File: config.mk
export PLATFORM = sky130hd
export DESIGN_NAME = skolem_bvlshr_search
export DESIGN_NICKNAME = d
export VERILOG_FILES = /design/src/rtl/skolem_bvlshr_search.sv
export SDC_FILE = /design/constraint.sdc
export NUM_CORES = 1
export LEC_CHECK = 0
export BUFFER_PORTS_ARGS = -buffer_cell sky130_fd_sc_hd__buf_2
export CAP_MARGIN = 20
export CORE_ASPECT_RATIO = 1.4
export CORE_MARGIN = 2
export CORE_UTILIZATION = 40
export DETAILED_ROUTE_END_ITERATION = 8
export MAX_ROUTING_LAYER = met4
export PLACE_DENSITY = 0.58
export SYNTH_ARGS = -nofsm -noshare
export SYNTH_HDL_FRONTEND = slang
export SYNTH_SLANG_ARGS = --single-unit
File: constraint.sdc
create_clock -name clk -period 3.95 [get_ports clk]
set_input_delay 0.395 -clock clk [delete_from_list [all_inputs] [get_ports clk]]
set_output_delay 0.395 -clock clk [all_outputs]
set_load 0.005 [all_outputs]
File: src/rtl/skolem_bvlshr_search.sv
// skolem_bvlshr_search
// Sequential Skolem-witness generator for logical-right-shift comparisons.
// For a latched request (s, t, mode) it scans shift amounts k = 0..W, one
// per cycle. It reports the smallest k with (s >> k) <u t (mode 0) or
// (s >> k) >u t (mode 1). If no k qualifies it reports found = 0.
// Optional feature macro: SKOLEM_IC_PRECHECK_EN. When it is defined, the
// accept cycle evaluates the closed-form invertibility condition. A request
// that fails that condition skips the scan.
module skolem_bvlshr_search #(
    parameter int W = 8
) (
    input  logic         clk,
    input  logic         rst,
    input  logic         in_valid,
    output logic         in_ready,
    input  logic [W-1:0] s,
    input  logic [W-1:0] t,
    input  logic         mode,
    output logic         out_valid,
    input  logic         out_ready,
    output logic         found,
    output logic [W-1:0] x_out
);

    // k must reach W itself, because every shift >= W behaves like a shift of W.
    localparam int KW = $clog2(W + 1);

    typedef enum logic [1:0] {
        IDLE,
        SEARCH,
        DONE
    } state_t;

    state_t        state;
    state_t        state_next;
    logic [W-1:0]  s_q;
    logic [W-1:0]  t_q;
    logic          mode_q;
    logic [KW-1:0] k;
    logic [W-1:0]  shifted;
    logic          pred;
    logic          k_last;
    logic          ic_ok;

    // Predicate on the latched operands for the current candidate shift
    always_comb begin
        shifted = s_q >> k;
        pred    = mode_q ? (shifted > t_q) : (shifted < t_q);
        k_last  = (k == KW'(W));
`ifdef SKOLEM_IC_PRECHECK_EN
        ic_ok   = mode ? (s > t) : (t != '0);
`else
        ic_ok   = 1'b1;
`endif
    end

    // Next-state logic; a request that fails the precheck goes straight to DONE
    always_comb begin
        state_next = state;
        case (state)
            IDLE:    if (in_valid) state_next = ic_ok ? SEARCH : DONE;
            SEARCH:  if (pred || k_last) state_next = DONE;
            DONE:    if (out_ready) state_next = IDLE;
            default: state_next = IDLE;
        endcase
    end

    // State register; reset aborts any in-flight request
    always_ff @(posedge clk or posedge rst) begin
        if (rst) begin
            state <= IDLE;
        end else begin
            state <= state_next;
        end
    end

    // Request latch, candidate counter and result registers
    always_ff @(posedge clk or posedge rst) begin
        if (rst) begin
            s_q    <= '0;
            t_q    <= '0;
            mode_q <= 1'b0;
            k      <= '0;
            found  <= 1'b0;
            x_out  <= '0;
        end else begin
            case (state)
                IDLE: begin
                    if (in_valid) begin
                        s_q    <= s;
                        t_q    <= t;
                        mode_q <= mode;
                        k      <= '0;
                        found  <= 1'b0;
                        x_out  <= '0;
                    end
                end
                SEARCH: begin
                    if (pred) begin
                        found <= 1'b1;
                        x_out <= W'(k);
                    end else if (k_last) begin
                        found <= 1'b0;
                        x_out <= '0;
                    end else begin
                        k <= k + 1'b1;
                    end
                end
                default: begin
                end
            endcase
        end
    end

    // Handshake flags decode directly from the state register
    always_comb begin
        in_ready  = (state == IDLE);
        out_valid = (state == DONE);
    end

endmodule

==> results.toml, run 1 <==
[placed_design]
portBuffers = 27
dp_hpwl_mm = 2.648
placed_area_sq_um = 1876
gp_congestion = 0.7845
place_ws_ns = 0.8588

[finish]
nFillCells = 431
seq_area_sq_um = 700.7
multi_input_area_sq_um = 915.9
drive_gt1_share_pct = 23.47
diodes = 0
design_area_sq_um = 1917
final_cell_mix = "54 x nand2_1, 28 x dfrtp_1, 27 x buf_2, 12 x inv_1, 10 x ha_1"
final_nets = 246
layout_commonest_cell = "nand2_1"
syn2layout_area_growth_pct = 10.69

[clocking]
clock-sinks = 28
clkTransAtPathRegs_ns = 0.09
clkLatencyLatePin_ns = 0.28
root_buffer = "clkbuf_8"
cts_setup_buffers = 0
clock_path_buffers = 2
cts_tree = "done"
cts-htree-levels = 1
numCtsBuffers = 3
ctsHoldBuffers = 0
cts-resized-gates = 0

[timing]
slew_violations = 0
tightest_slew_ns = 0.8483
rsz0062_at_grt = "false"
fmax_ghz = 0.3243
finalSetupViolations = 0
finalCritPeriodShare_pct = 78.06
hold_viol_final = 0
maxSlewHeadroom_pct = 43.45
setup_slack_ns = 0.8665
clock_skew_ns = 0.004574
period_minus_slack_ns = 3.084
final.setup.tns_ns = 0

[floorplan]
die_y_microns = 81.85
start_util_pct = 41.19
rows = 28
core_sq_um = 4204
ioPinCount = 32
die_w_microns = 59.61
dieArea_sq_um = 4879

[logic_synthesis]
ys_ff_latch = 28
yosysWarnings = 0
ys.flop_type = "dfrtp_1"
synth_cells = 191
syn_avg_cell_area_sq_um = 9.066
synth_edf_count = 0
ys_types = 42
synth_async_sr_flop_share_pct = 100.0
syn_area_sq_um = 1732
seq_area_frac_synth_pct = 40.46

[worst_setup_path]
critPathMaxFanout = 13
required_ns = 4.12
reg2reg_depth = 9
rr_startpoint = "k[0]$_DFFE_PP0P_"
cp.arrival_ns = 3.25
rr_endpoint = "k[3]$_DFFE_PP0P_"
rrSetupSlack_ns = 0.87
start_kind = "register"
end_kind = "register"
path_class = "reg2reg"

[global_route]
grt_max_degree = 27
track_usage_pct = 16.94
grt_first_pass_wirelength_mm = 6.134
antenna_found_initial = 0
grt_remaining_overflow = 0
grt_pass1_vias = 1316

[detailed_routing]
num_vias = 1355
postRouteAntennaNets = 0
wl_mm = 3.457
routedWlPerCell_microns = 13.40
dr.pass1.iters = 5
via_per_inst = 5.252
drc_errors = 0
first_iter_violations = 50

[run]
maxCapViolations = 0

[power]
powerDensity_nw_per_um2 = 793.0
ir_drop_mv = 0.2981
power.total_w = 0.001520
p_leak_nw = 0.9520

[hold_path]
hold_class = "in2async"

[status]
status = "complete, no violations"
[routing by layer]
metal / up-vias / share of wire, % / global-route usage, %
met5: - / 0 / -
met4: 0 / 1.5 / 6.222
met3: 5 / 2.2 / 2.047
met2: 23 / 50 / 28.35
met1: 632 / 46 / 20.77
li1: 695 / - / -
[power by group]
part	internal, W	switching [W]	leakage, nW
clock network	0.0000686	0.0000868	0.0216
logic	0.000381	0.000474	0.573
registers	0.000398	0.000112	0.358
[how the worst max path moves through the flow]
stage,cells after the start,slack (ns),from,to
floorplan,11,1.19,k[0]$_DFFE_PP0P_,k[3]$_DFFE_PP0P_
global route,12,0.65,k[0]$_DFFE_PP0P_,k[3]$_DFFE_PP0P_
finish,9,0.87,k[0]$_DFFE_PP0P_,k[3]$_DFFE_PP0P_
global placement,9,0.94,k[0]$_DFFE_PP0P_,k[3]$_DFFE_PP0P_
CTS,9,0.86,k[0]$_DFFE_PP0P_,k[3]$_DFFE_PP0P_
detailed placement,10,0.86,k[0]$_DFFE_PP0P_,k[3]$_DFFE_PP0P_
[registers in the layout (all words and copies together), names as in the netlist]
name    count
s_q         8
k           4
t_q         8
x_out       4
mode_q      1
found       1
state       2
[final cells by class]
type	instances	area share, %
Inverter	14	2.742
Timing Repair Buffer	28	7.833
Multi-Input combinational cell	140	47.78
Clock buffer	3	2.154
Tap cell	45	2.937
Sequential cell	28	36.55
[cells in the mapped netlist, drive strengths merged (5+ instances only)]
cell type   n  area, sq um
a21oi       7        38.79
buf         8        58.81
dfrtp      28        700.7
ha         10        125.1
inv        14        52.55
nand2      54        202.7
nand4       7        50.05
nor2        6        22.52
nor3        5        25.02
o211ai      5        42.54
o21ai       9        48.79
[per-stage QoR]
step	utilization, %	instances	hold WS, ns
after global placement	44.26	254	0.4725
after CTS	45.60	258	0.1816
final	45.60	258	0.1628
after detailed placement	44.61	255	0.4782
after floorplan	-	194	0.4410
after global routing	45.60	258	0.1935
[cell families after synthesis]
kind of cell / Yosys count / share of synthesized area, %
muxes: 10 / 8.815
DFF: 28 / 40.46
other: 1 / 0.2166
adders and majority gates: 10 / 7.225
buffers and inverters: 26 / 7.298
AOI/OAI and AO/OA: 31 / 13.08
and+or+nand+nor: 85 / 22.90
[critical path, cell delays in order (launching register included)]
cell and delay [ns]:
dfrtp_1 0.68, mux4_2 0.55, and2_1 0.16, a31oi_1 0.13, nor2_1 0.06, ha_1 0.31
nand4_1 0.15, o221ai_2 0.41, a31oi_1 0.18, a211o_1 0.33
No activity file was read; power rests on OpenSTA's default activity.
==> inputs of run 2 (changes only) <==
==> constraint.sdc (replaced) <==
create_clock -name clk -period 3.1 [get_ports clk]
set_input_delay 0.31 -clock clk [delete_from_list [all_inputs] [get_ports clk]]
set_output_delay 0.31 -clock clk [all_outputs]
set_load 0.005 [all_outputs]
==> results.toml, run 2 (synthesized netlist as in run 1, its figures left out) <==
[status]
status = "complete, no violations"

[worst_setup_path]
path_class = "reg2reg"
rrSetupSlack_ns = 0.22
end_kind = "register"
start_kind = "register"
required_ns = 3.27
cp.arrival_ns = 3.05
critPathMaxFanout = 8

[global_route]
track_usage_pct = 17.36
grt_pass1_vias = 1307
grt_max_degree = 19
antenna_found_initial = 0
grt_first_pass_wirelength_mm = 6.272
grt_remaining_overflow = 0

[timing]
finalSetupViolations = 0
clock_skew_ns = 0.009118
final.setup.tns_ns = 0
hold_viol_final = 0
slew_violations = 0
finalCritPeriodShare_pct = 93.01
maxSlewHeadroom_pct = 65.83
rsz0062_at_grt = "false"
tightest_slew_ns = 0.5119
fmax_ghz = 0.3468
period_minus_slack_ns = 2.883

[detailed_routing]
first_iter_violations = 33
wl_mm = 3.570
via_per_inst = 5.197
routedWlPerCell_microns = 13.52
num_vias = 1372
dr.pass1.iters = 4
drc_errors = 0
postRouteAntennaNets = 0

[finish]
final_cells = 264
diodes = 0
syn2layout_area_growth_pct = 14.45
seq_area_sq_um = 701.9
largestRegisters = "s_q x8, t_q x8"
nFillCells = 436
layout_commonest_cell = "nand2_1"
final_cell_mix = "54 x nand2_1, 27 x dfrtp_1, 27 x buf_2, 12 x inv_1, 10 x ha_1"
final_nets = 251
drive_gt1_share_pct = 26.03
design_area_sq_um = 1982
multi_input_area_sq_um = 915.9

[floorplan]
die_w_microns = 59.61
start_util_pct = 41.19
core_sq_um = 4204
dieArea_sq_um = 4879
rows = 28
die_y_microns = 81.85
ioPinCount = 32

[run]
maxCapViolations = 0

[clocking]
clkTransAtPathRegs_ns = 0.10
clkLatencyLatePin_ns = 0.28
clock-sinks = 28
numCtsBuffers = 3
cts_tree = "done"
clock_path_buffers = 2
root_buffer = "clkbuf_8"
ctsHoldBuffers = 0
cts-htree-levels = 1

[placed_design]
portBuffers = 27
gp_congestion = 0.8300
placed_area_sq_um = 1926
dp_hpwl_mm = 2.797
placedCellCount = 260

[power]
p_leak_nw = 0.9873
ir_drop_mv = 0.3941
powerDensity_nw_per_um2 = 1019

[hold_path]
hold_class = "in2async"
[run 2: changes by cell type in the layout (fill, tap and decap cells not counted), sizes merged]
cell,change
buf,+5
clkbuf,+1
[run 2: cell type report]
cell class              count  area share (%)
clock buffers               4           2.778
inverters                  14           2.652
multi-input cells         140           46.21
flip-flops and latches     28           35.42
well taps                  45           2.841
repair buffers             33           10.10
[run 2: path summary, 6_finish.rpt]
check / startpoint / to / cells after the start
worst max-delay path: k[1]$_DFFE_PP0P_ / k[3]$_DFFE_PP0P_ / 12
worst min-delay path: rst / t_q[7]$_DFFE_PP0P_ / 2
worst max register to register: k[1]$_DFFE_PP0P_ / k[3]$_DFFE_PP0P_ / 12
worst min register to register: t_q[0]$_DFFE_PP0P_ / t_q[0]$_DFFE_PP0P_ / 2
max in group asynchronous: rst / k[0]$_DFFE_PP0P_ / 3
min in group clk: s[2] / s_q[2]$_DFFE_PP0P_ / 3
[run 2: where the power goes]
group	total [W]	switching, W	internal, W
sequential	0.000642	0.000133	0.000509
combinational	0.00115	0.000626	0.000522
clock	0.000229	0.000116	0.000114
[run 2: repair_timing]
item / 4_1_cts / 5_1_grt
setup endpoints to repair: 0 / 5
resized for setup: 0 / 1
setup buffers: 0 / 0
[run 2: metal layers]
metal	GRT usage, %	vias to the layer above	share of wire (%)
met3	1.890	5	3.3
met4	4.667	0	1.1
li1	-	703	-
met5	-	-	0
met1	22.44	629	44
met2	28.79	35	52
[run 2: metrics by stage]
| stage | hold slack (ns) | setup slack [ns] | util, % | power [W] |
|---|---|---|---|---|
| 2_1_floorplan | 0.3754 | 0.3359 | - | 0.001530 |
| 3_3_place_gp | 0.4670 | 0.2638 | 45.15 | 0.001780 |
| 3_5_place_dp | 0.3701 | 0.2075 | 45.80 | 0.001808 |
| 4_1_cts | 0.05951 | 0.1766 | 47.11 | 0.002045 |
| 5_1_grt | 0.09466 | 0.02120 | 47.14 | 0.002226 |
| 6_report | 0.04090 | 0.2167 | 47.14 | 0.002019 |
[run 2: worst max-delay path: stages, from the launching register on]
cell,delay [ns]
dfrtp_1,0.53
mux2i_1,0.22
nor2_1,0.05
a31oi_1,0.25
or2_0,0.18
a21oi_1,0.09
ha_1,0.31
nor2b_4,0.13
o211ai_2,0.14
a21oi_2,0.10
o31a_4,0.33
and4_4,0.19
a211o_1,0.25
